==> config.mk <==
export PLATFORM = sky130hd
export DESIGN_NAME = fetch_unit
export DESIGN_NICKNAME = d
export VERILOG_FILES = /design/src/rtl/fetch_unit.sv
export SDC_FILE = /design/constraint.sdc
export NUM_CORES = 1
export LEC_CHECK = 0
export BUFFER_PORTS_ARGS = -buffer_cell sky130_fd_sc_hd__buf_2
export CORE_ASPECT_RATIO = 0.7
export CORE_MARGIN = 2
export CORE_UTILIZATION = 35
export CTS_CLUSTER_DIAMETER = 40
export DETAILED_ROUTE_END_ITERATION = 8
export SYNTH_ARGS = -nofsm -noshare
export SYNTH_HDL_FRONTEND = slang
export SYNTH_SLANG_ARGS = --single-unit
==> constraint.sdc <==
create_clock -name clk -period 7.55 [get_ports clk]
set_input_delay 0.755 -clock clk [delete_from_list [all_inputs] [get_ports clk]]
set_output_delay 0.755 -clock clk [all_outputs]
set_load 0.05 [all_outputs]
==> src/rtl/fetch_unit.sv <==
// Instruction fetch unit: PC register, single outstanding memory fetch, 2-entry output FIFO.
// Optional macro FETCH_PERF_EN adds the perf_stall_cnt port and its saturating stall counter.
module fetch_unit #(
  parameter logic [31:0] RESET_PC = 32'h0000_0000
) (
  input  logic        clk,
  input  logic        rst,
  output logic [31:0] imem_addr,
  input  logic [31:0] imem_instr,
  input  logic        redirect_valid,
  input  logic [31:0] redirect_pc,
  output logic        out_valid,
  input  logic        out_ready,
  output logic [31:0] out_pc,
  output logic [31:0] out_instr,
  output logic        out_misalign
`ifdef FETCH_PERF_EN
  ,
  output logic [31:0] perf_stall_cnt
`endif
);

  typedef enum logic {
    RUN  = 1'b0,
    HALT = 1'b1
  } state_t;

  state_t      state;
  state_t      state_next;
  logic [31:0] pc;
  logic        inflight;
  logic [31:0] tag;
  logic [31:0] fifo_pc    [2];
  logic [31:0] fifo_instr [2];
  logic        fifo_mis   [2];
  logic        rd_ptr;
  logic        wr_ptr;
  logic [1:0]  fifo_count;
  logic        pop;
  logic        issue;
  logic [2:0]  occupancy;

  assign imem_addr = pc;

  // Occupancy counts the FIFO plus the fetch still in flight, net of this cycle's pop.
  always_comb begin
    pop        = (fifo_count != 2'd0) && out_ready;
    occupancy  = {1'b0, fifo_count} + {2'b00, inflight} - {2'b00, pop};
    issue      = (state == RUN) && !rst && !redirect_valid && (occupancy < 3'd2);
    state_next = state;
    if (rst) begin
      state_next = RUN;
    end else if (redirect_valid) begin
      state_next = RUN;
    end else if (issue && (pc[1:0] != 2'b00)) begin
      state_next = HALT;
    end else begin
      state_next = state;
    end
  end

  always_ff @(posedge clk) begin
    state <= state_next;
  end

  always_ff @(posedge clk) begin
    if (rst) begin
      pc         <= RESET_PC;
      inflight   <= 1'b0;
      tag        <= 32'h0000_0000;
      fifo_count <= 2'd0;
      rd_ptr     <= 1'b0;
      wr_ptr     <= 1'b0;
    end else if (redirect_valid) begin
      pc         <= redirect_pc;
      inflight   <= 1'b0;
      fifo_count <= 2'd0;
      rd_ptr     <= 1'b0;
      wr_ptr     <= 1'b0;
    end else begin
      inflight <= issue;
      if (issue) begin
        pc  <= pc + 32'd4;
        tag <= pc;
      end
      if (inflight) begin
        wr_ptr <= ~wr_ptr;
      end
      if (pop) begin
        rd_ptr <= ~rd_ptr;
      end
      fifo_count <= fifo_count + {1'b0, inflight} - {1'b0, pop};
    end
  end

  // Returned data is only captured for a fetch issued last cycle and not cancelled by redirect.
  always_ff @(posedge clk) begin
    if (rst) begin
      for (int i = 0; i < 2; i++) begin
        fifo_pc[i]    <= 32'h0000_0000;
        fifo_instr[i] <= 32'h0000_0000;
        fifo_mis[i]   <= 1'b0;
      end
    end else if (!redirect_valid && inflight) begin
      fifo_pc[wr_ptr]    <= tag;
      fifo_instr[wr_ptr] <= imem_instr;
      fifo_mis[wr_ptr]   <= (tag[1:0] != 2'b00);
    end
  end

  always_comb begin
    out_valid    = (fifo_count != 2'd0);
    out_pc       = 32'h0000_0000;
    out_instr    = 32'h0000_0000;
    out_misalign = 1'b0;
    if (out_valid) begin
      out_pc       = fifo_pc[rd_ptr];
      out_instr    = fifo_instr[rd_ptr];
      out_misalign = fifo_mis[rd_ptr];
    end else begin
      out_pc       = 32'h0000_0000;
      out_instr    = 32'h0000_0000;
      out_misalign = 1'b0;
    end
  end

`ifdef FETCH_PERF_EN
  always_ff @(posedge clk) begin
    if (rst) begin
      perf_stall_cnt <= 32'h0000_0000;
    end else if (out_valid && !out_ready && (perf_stall_cnt != 32'hFFFF_FFFF)) begin
      perf_stall_cnt <= perf_stall_cnt + 32'd1;
    end
  end
`endif

endmodule

; ---- Yosys cells after proc, flatten, opt, wreduce, memory -nomap -nowiden
; Memories as Yosys holds them, arrays and structs flattened. A register that Yosys moved wholly into a read port is not among the register bits.
; Index checks and enable logic that the tools add are counted.
[word_totals]
regBits = 70
latch_bits = 0
ramBits = 130
romBits = 0
in_bits = 68
elab_cells = 62
n_memories = 3
[memory_table]
columns = memory, depth, width, rd, rd_clocked_by_memory_dff, write_ports, line
row1 = fifo_instr, 2, 32, 1, 1, 2, 34  ; logic [31:0] fifo_instr [2];
row2 = fifo_pc, 2, 32, 1, 1, 2, 33  ; logic [31:0] fifo_pc [2];
row3 = fifo_mis, 2, 1, 1, 1, 2, 35  ; logic fifo_mis [2];
[classes]
add_sub_neg = 5
multipliers = 0
div_mod_pow = 0
order_cmp = 1
n_eq_ne = 0
shifts = 0
muxes = 25
bitwise = 4
reduce_logical = 17
[op_table]
columns = operator, n
row1 = $mux W32, 6
row2 = $reduce_or A32 Y1, 2
row3 = $add A32 B3 Y32 const B, 1
row4 = $mux W1, 19
row5 = $reduce_bool A2 Y1, 4
row6 = $logic_and A1 B1 Y1, 6
row7 = $not A1 Y1, 4
row8 = $add A2 B1 Y3, 1
row9 = $lt A3 B2 Y1 const B, 1
row10 = $sub A3 B1 Y3, 1
row11 = $add A2 B1 Y2, 1
row12 = $logic_not A1 Y1, 2
row13 = $reduce_and A2 Y1, 1
row14 = $reduce_or A2 Y1, 1
row15 = $sub A2 B1 Y2, 1
row16 = $reduce_or A1 Y1, 1

; ---- Longest topological paths before layout
; Gate-level depths: netlist of the first run.
[logic_depth]
ltp_word = 7
mapped_depth = 13
mapped_depth_nobuf = 12

; ---- Least setup slack after synthesis of the first run
; No wires, ideal clock.
[synth_path]
path_kind = input to register
start = in out_ready
end = reg pc[29], in the netlist imem_addr[29]
setup_time_ns = 0.133
arrival_ns = 3.049
setup_slack_ns = 4.368
path_stages = 10
cell_sequence = nor2b_1 > ha_1 > inv_1 > ha_1 > fa_1 > or4_4 > buf_6 > buf_2 > o311ai_0 > nand3_1
[synth_via]
elab_chain_cells = 5
[synth_rtl]
columns = element, line
row1 = "start, declared", 13  ; input logic out_ready,
row2 = $logic_and A1 B1 Y1, 47  ; pop = (fifo_count != 2'd0) && out_ready;
row3 = $sub A3 B1 Y3, 48  ; occupancy = {1'b0, fifo_count} + {2'b00, inflight} - {2'b00, pop};
row4 = named net occupancy[1], 41  ; logic [2:0] occupancy;
row5 = $lt A3 B2 Y1, 49  ; issue = (state == RUN) && !rst && !redirect_valid && (occupancy < 3'd2);
row6 = $logic_and A1 B1 Y1, 49
row7 = $reduce_bool A2 Y1 (no line), -
row8 = "end signal, assigned", 75  ; pc <= redirect_pc;
row9 = "end signal, assigned", 83  ; pc <= pc + 32'd4;
row10 = "end, declared", 30  ; logic [31:0] pc;
; The timed path passes the listed nets, and every way through them passes these cells.
; A chain may end at the register's enable or synchronous reset.

; ---- Worst setup path after layout of the first run
[layout_path]
start = reg fifo_count[1]
end = reg pc[9], in the netlist imem_addr[9]
[layout_via]
elab_chain_cells = 6
word_cells_on_any_way = 7
classes_between = add/sub (2) / order compare (1) / reduce/logical (4)
[layout_rtl]
columns = element, line
row1 = "start, declared", 38  ; logic [1:0] fifo_count;
row2 = "start signal, assigned", 92  ; fifo_count <= fifo_count + {1'b0, inflight} - {1'b0, pop};
row3 = $reduce_bool A2 Y1, 47
row4 = $logic_and A1 B1 Y1, 47
row5 = named net pop, 39  ; logic pop;
row6 = $sub A3 B1 Y3, 48
row7 = named net occupancy[1], 41
row8 = $lt A3 B2 Y1, 49
row9 = $logic_and A1 B1 Y1, 49
row10 = $reduce_bool A2 Y1 (no line), -
; The timed path passes the listed nets, and every way through them passes these cells.

==> metrics.txt, run 1 <==
first-pass GRT wire length 34.9 mm; wire length per cell 16.7 um; setup slack after layout 3490 ps; switch share 26.8%; setup violators final 0; Routability Congestion slightly above 0.8; Final min period 4060 ps; Resize count post-CTS 0; fin util 43.7%; most used cell, CP ha_1; remaining global-route overflow 0; Worst-path clk slew 60 ps; RSZ-0062 raised after global routing false; worst slew pin tran 1050 ps; via/cell ratio 4.90; clock root cell clkbuf_16; Logic pwr share 10.3%; CP cell instances nor2_4 -> nor2b_1 -> ha_1 -> inv_1 -> ha_1 -> fa_1 -> or4_4 -> inv_2 -> nand2_1 -> or3_1 -> a31oi_1; Post-synth top flop edfxtp_1; number of H-tree levels 1; crit-path max cell delay approximately 860 ps; GRT Util Overall 16.3%; post-synthesis register bit count ~200; mapped cell area 0.00892 mm^2; switching power total 0.737 mW; clock group share of total power 43.9%; CTS Buf Count 26; critical path's slowest cell or4_4; area grow syn2layout 21.9%; CTS Sinks roughly 200; Post-CTS Setup Repair Bufs 0; vias in the first global route roughly 6,200; Buf/Inv on CP 2; kind of end point of the critical path flop; CTS tree done; Chip Width 195 um; Period Utilization, post-route 53.7%; I/O pins 166; sequential share of power 45.8%; post-synthesis sequential area ratio 59.7%; hold crit path type reg -> reg; commonest cells after routing, fill and taps aside 165 x buf_2, 133 x and2_1, 130 x edfxtp_1; Routed Antenna Nets 0; Layout fillers 2,418; P_int 2.01 mW; placed instance area 0.0100 mm^2; final standard cell area without fillers 0.0109 mm^2; WL final 22.0 mm; asr flop ratio synth 0%; relative slew slack 30.3%; DR DRC count 0; multi-input logic area 0.00336 mm^2; row count 48; antenna violations before repair 0; register area 0.00533 mm^2; dpl hpwl 13.3 mm; startpoint type of the worst setup path flop; Post-Route Setup TNS 0 ps; status finished, final reports clean; post-cts hold buffer count 0; number of flops mapped to enable cells by yosys 130; Cell Pwr Density 253 mW/mm^2; Fmax 247 MHz; CP Class reg -> reg; Synth cell types 43; clock buffer depth 3; clk_skew 11.2 ps; most common cell after layout, fill and taps aside buf_2; buffers added on ports 165; Req. time, crit path 8000 ps; share of layout cells above drive strength 1 a little under a quarter; Starting Density 35.9%; Worst VDD drop 152 uV; Die H 138 um; Max Cap Violations 0; Syn Inst Count between 800 and 900; Hold Vio Cnt, Final 0; Total Power 2.75 mW; Leakage 4.24 nW; Detailed Routing Iterations Pass 1 5; Final Max Slew Viols 0; Final nets 1,045; largest net degree at the start of global routing 77; core area about 0.025 mm^2; Vias 6,464; CP top delay family simple AND/OR/NAND/NOR gates; Iter 0 DRT Violations 350; CP max FO 76; Arr. time, crit path 4500 ps; die footprint between 0.02 and 0.03 mm^2; Ys Warns 0; syn_nets around 900; Antenna diodes 0; syn_area_per_cell 10.8 um^2; latest clock arrival within the worst-skew pair 520 ps; setup slack at placement slightly above 3000 ps
[metrics by stage]
stage               hold slack [ps]  std cells
finish                          450       1318
CTS                             435       1318
detailed placement              443       1270
floorplan                       425        827
global placement                443       1270
global route                    440       1318
[worst register-to-register path, delay by kind of cell, from the launching register on]
kind	cells	cell delay, ps
AOI/OAI and AO/OA	1	160
adders and majority gates	3	830
buffers and inverters	2	790
DFF	1	410
and+or+nand+nor	5	1790
[cell families after synthesis]
logic type / count (synthesis) / synth area share (%)
simple gates: 374 / 21.2
flops: 201 / 59.7
compound gates: 102 / 6.52
mux: 69 / 7.77
buf+inv: 64 / 2.87
xor+xnor: 13 / 1.28
fa+ha+maj: 4 / 0.645
[sequential cells by signal (all words and copies together), names as in the netlist, named ones only]
signal and count:
inflight 1, fifo_count 2, tag 32, wr_ptr 1
fifo_pc 64, state 1, fifo_instr 64, imem_addr 32
rd_ptr 1, fifo_mis 2
[power groups by stage]
stage | clock, mW | combinational, mW | sequential (mW)
floorplan | 0 | 0.167 | 1.31
global placement | 0 | 0.285 | 1.28
detailed placement | 0 | 0.287 | 1.28
CTS | 1.23 | 0.288 | 1.26
global route | 1.28 | 0.307 | 1.27
finish | 1.21 | 0.283 | 1.26
[cell usage after synthesis, drive strengths merged (10+ instances only)]
cell,instances,area [um^2]
a21oi,57,285
o22ai,10,62.6
and3,14,87.6
xor2,10,87.6
buf,11,56.3
dfxtp,71,1420
nor2,90,338
edfxtp,130,3900
and2,133,832
nand2,90,338
mux2i,67,671
clkbuf,42,159
inv,11,41.3
o21ai,11,55.1
nand3,15,75.1
[metal layers]
metal	GRT usage, %	part of all wire [%]
met5	0	0
met4	4.24	2.1
met3	2.84	5.4
met2	25.6	44
met1	23.5	49
[area by class of cell]
type,count,area share (%)
Sequential cell,201,49.0
Multi-Input combinational cell,562,30.9
Timing Repair Buffer,171,8.01
Clock buffer,33,6.99
Tap cell,325,3.74
Clock inverter,15,0.955
Inverter,11,0.380
[worst paths after layout]
kind,start,endpoint,slack [ps],cells after the start
setup / recovery,fifo_count[1]$_SDFF_PP0_,imem_addr[9]$_SDFFE_PP0P_,3490,11
hold / removal,state$_SDFFE_PP0P_,state$_SDFFE_PP0P_,450,2
setup reg to reg,fifo_count[1]$_SDFF_PP0_,imem_addr[9]$_SDFFE_PP0P_,3490,11
hold reg to reg,state$_SDFFE_PP0P_,state$_SDFFE_PP0P_,450,2
(Power assumes the default switching activity.)
==> run 2, diff against run 1 <==
ABC_AREA = 1   (was default)
clock period = 4.2 ns   (was 7.55 ns; I/O delays follow)
==> run 2 against run 1 <==
  * Fmax rose by 25%
  * Utilization fell by 0.23 points
  * Sequential power rose by 81%
  * Sequential cell count did not move
  * Worst setup slack got worse by 2500 ps
  * Clock skew rose by 5.9 ps
  * Design area rose by 3.8%
  * Die area rose by 4.6%
  * Critical path depth rose by 5
  * Global-route usage rose by 1.4 points
  * Sequential share of layout area fell by 1.8 points
==> metrics.txt, run 2 <==
largest net degree at the start of global routing 74; syn_area_per_cell 8.43 um^2; number of flops mapped to enable cells by yosys 130; Worst-path clk slew 60 ps; Leakage 4.92 nW; CTS tree done; Synth cell types 34; clock root cell clkbuf_16; CP max FO 73; most used cell, CP inv_1; Layout fillers 2,622; latest clock arrival within the worst-skew pair 510 ps; Routability Congestion approximately 0.84; clk_skew between 15 and 20 ps; Resize count post-CTS 0; Req. time, crit path 4640 ps; CP Class reg -> reg; worst slew pin tran 956 ps; Hold Vio Cnt, Final 0; GRT Util Overall ~18%; status finished, final reports clean; commonest cells after routing, fill and taps aside 295 x nand2_1, 193 x nor2_1, 165 x buf_2; Arr. time, crit path 3680 ps; DR DRC count 0; setup violators final 0; asr flop ratio synth 0%; die footprint 0.0280 mm^2; Die H 141 um; register area 0.00533 mm^2; Vias 7,661; mux contribution to synthesized area 0%; area leader, netlist edfxtp_1; Max Cap Violations 0; post-synthesis adder-cell area fraction less than 1%; Cell Pwr Density 442 mW/mm^2; syn_nets 1,181; Simple-Gate Fraction of Synth Area 24.9%; Syn Inst Count 1,109; startpoint type of the worst setup path flop; crit path from fifo_count[1]$_SDFF_PP0_; mapped cell area a little over 0.009 mm^2; largest cells by area after synthesis edfxtp_1 42%, dfxtp_1 15%, nand2_1 12%, nor2_1 7.8%, a21oi_1 5.4%; post-cts hold buffer count 0; R2R Path Start fifo_count[1]$_SDFF_PP0_; buffers added on ports 165; multi-input logic area around 0.0033 mm^2; Period Utilization, post-route 77.2%; top-count cell post-synth nand2_1; Final nets 1,324; Final Max Slew Viols 0; Chip Width 199 um; Routed Antenna Nets 0; CTS Sinks roughly 200; crit-path max cell delay between 600 and 700 ps; Fmax 309 MHz; Post-CTS Setup Repair Bufs 0; vias in the first global route 7,121; CP cell instances nor2_4 -> inv_1 -> nand2_1 -> inv_1 -> ha_1 -> inv_1 -> ha_1 -> fa_1 -> nor2_1 -> nand2_4 -> inv_2 -> nand2_4 -> nand2_1 -> o21ai_0 -> inv_1 -> a21oi_1; first-pass GRT wire length 39.1 mm; Iter 0 DRT Violations 499; post-synthesis compound-gate area fraction 8.80%; I/O pins 166; Synth top area share 41.8%; Starting Density 36.0%; Post-Route Setup TNS 0 ps; FF-to-FF setup slack around 960 ps; largest family of logic cells by synthesized area simple AND/OR/NAND/NOR gates; WL final 25.1 mm; remaining global-route overflow 0; wire length per cell 15.4 um; Hold Slack 141 ps; row count between 40 and 50; CTS Buf Count 24; Worst VDD drop 256 uV; post-synthesis register bit count 201; Antenna diodes 0; Post-Synth XOR/XNOR Area 0.562%; number of H-tree levels 1; biggest regs fifo_instr (64), fifo_pc (64); Final min period 3240 ps; share of layout cells above drive strength 1 roughly a fifth; antenna violations before repair 1; critical path's slowest cell nand2_4; Post-synth top cells 298 x nand2_1, 194 x nor2_1, 130 x edfxtp_1; clock buffer depth 3; most common cell after layout, fill and taps aside nand2_1; RSZ-0062 raised after global routing false; kind of end point of the critical path flop; post-synthesis sequential area ratio 57.0%; Worst Setup EP imem_addr[11]$_SDFFE_PP0P_; relative slew slack between 30% and 40%; hold crit path type in -> reg; Worst Reg-to-Reg Cells 16; Worst R2R End imem_addr[11]$_SDFFE_PP0P_; area grow syn2layout 20.8%; Post-synth top flop edfxtp_1; dpl hpwl approximately 16 mm; Ys Warns 0; core area 0.0259 mm^2; Detailed Routing Iterations Pass 1 7; via/cell ratio 4.71
## run 2: how the worst min path moves through the flow
stage                                    from                        end  cells after the start
after floorplan           rd_ptr$_SDFFE_PP0P_                       flop                      1
final                          redirect_pc[1]  imem_addr[1]$_SDFFE_PP0P_                      3
after detailed placement  rd_ptr$_SDFFE_PP0P_        rd_ptr$_SDFFE_PP0P_                      1
after CTS                      redirect_pc[1]  imem_addr[1]$_SDFFE_PP0P_                      3
after global placement    rd_ptr$_SDFFE_PP0P_                       flop                      1
after global routing           redirect_pc[0]  imem_addr[0]$_SDFFE_PP0P_                      3
## run 2: through the flow
stage          area (um^2)  util (%)  power, mW  worst slack [ps]  std cells
2_1_floorplan         9350         -       2.76              1200       1109
3_3_place_gp         10500      40.4       2.94               961       1583
3_5_place_dp         10500      40.4       2.94               921       1583
4_1_cts              11300      43.5       5.02               932       1627
5_1_grt              11300      43.5       5.18               623       1627
6_report             11300      43.5       4.99               959       1627
## run 2: metal layers
metal / part of all wire, % / GRT usage, %
met1: 49 / 27.1
met2: 43 / 26.2
met3: 6.5 / 3.35
met4: 1.2 / 2.87
met5: 0.048 / 0
## run 2: final cells by class
class	instances	share of cell area, %
flip-flops and latches	201	47.2
well taps	357	3.96
clock inverters	11	1.09
clock buffers	33	6.08
repair buffers	175	8.20
inverters	129	4.29
multi-input cells	721	29.2
## run 2: cell families after synthesis
family | count (synthesis)
buffers and inverters | 187
AND/OR/NAND/NOR | 565
AO/OA/AOI/OAI | 146
adder cells (fa/ha/maj) | 4
flip-flops | 201
XOR/XNOR | 6
## run 2: critical path, delay by kind of cell (launching register included)
family / cells / cell delay, ps
flip-flops: 1 / 350
AO/OA/AOI/OAI: 2 / 370
adder cells (fa/ha/maj): 3 / 950
AND/OR/NAND/NOR: 6 / 1240
buffers and inverters: 5 / 260
## run 2: power breakdown
part           total, mW  switching, mW  leakage, nW  internal [mW]
Clock               2.09          0.817        0.395           1.28
Sequential          2.28         0.0642         1.93           2.21
Combinational      0.619          0.466         2.59          0.154
Total               4.99           1.35         4.92           3.64
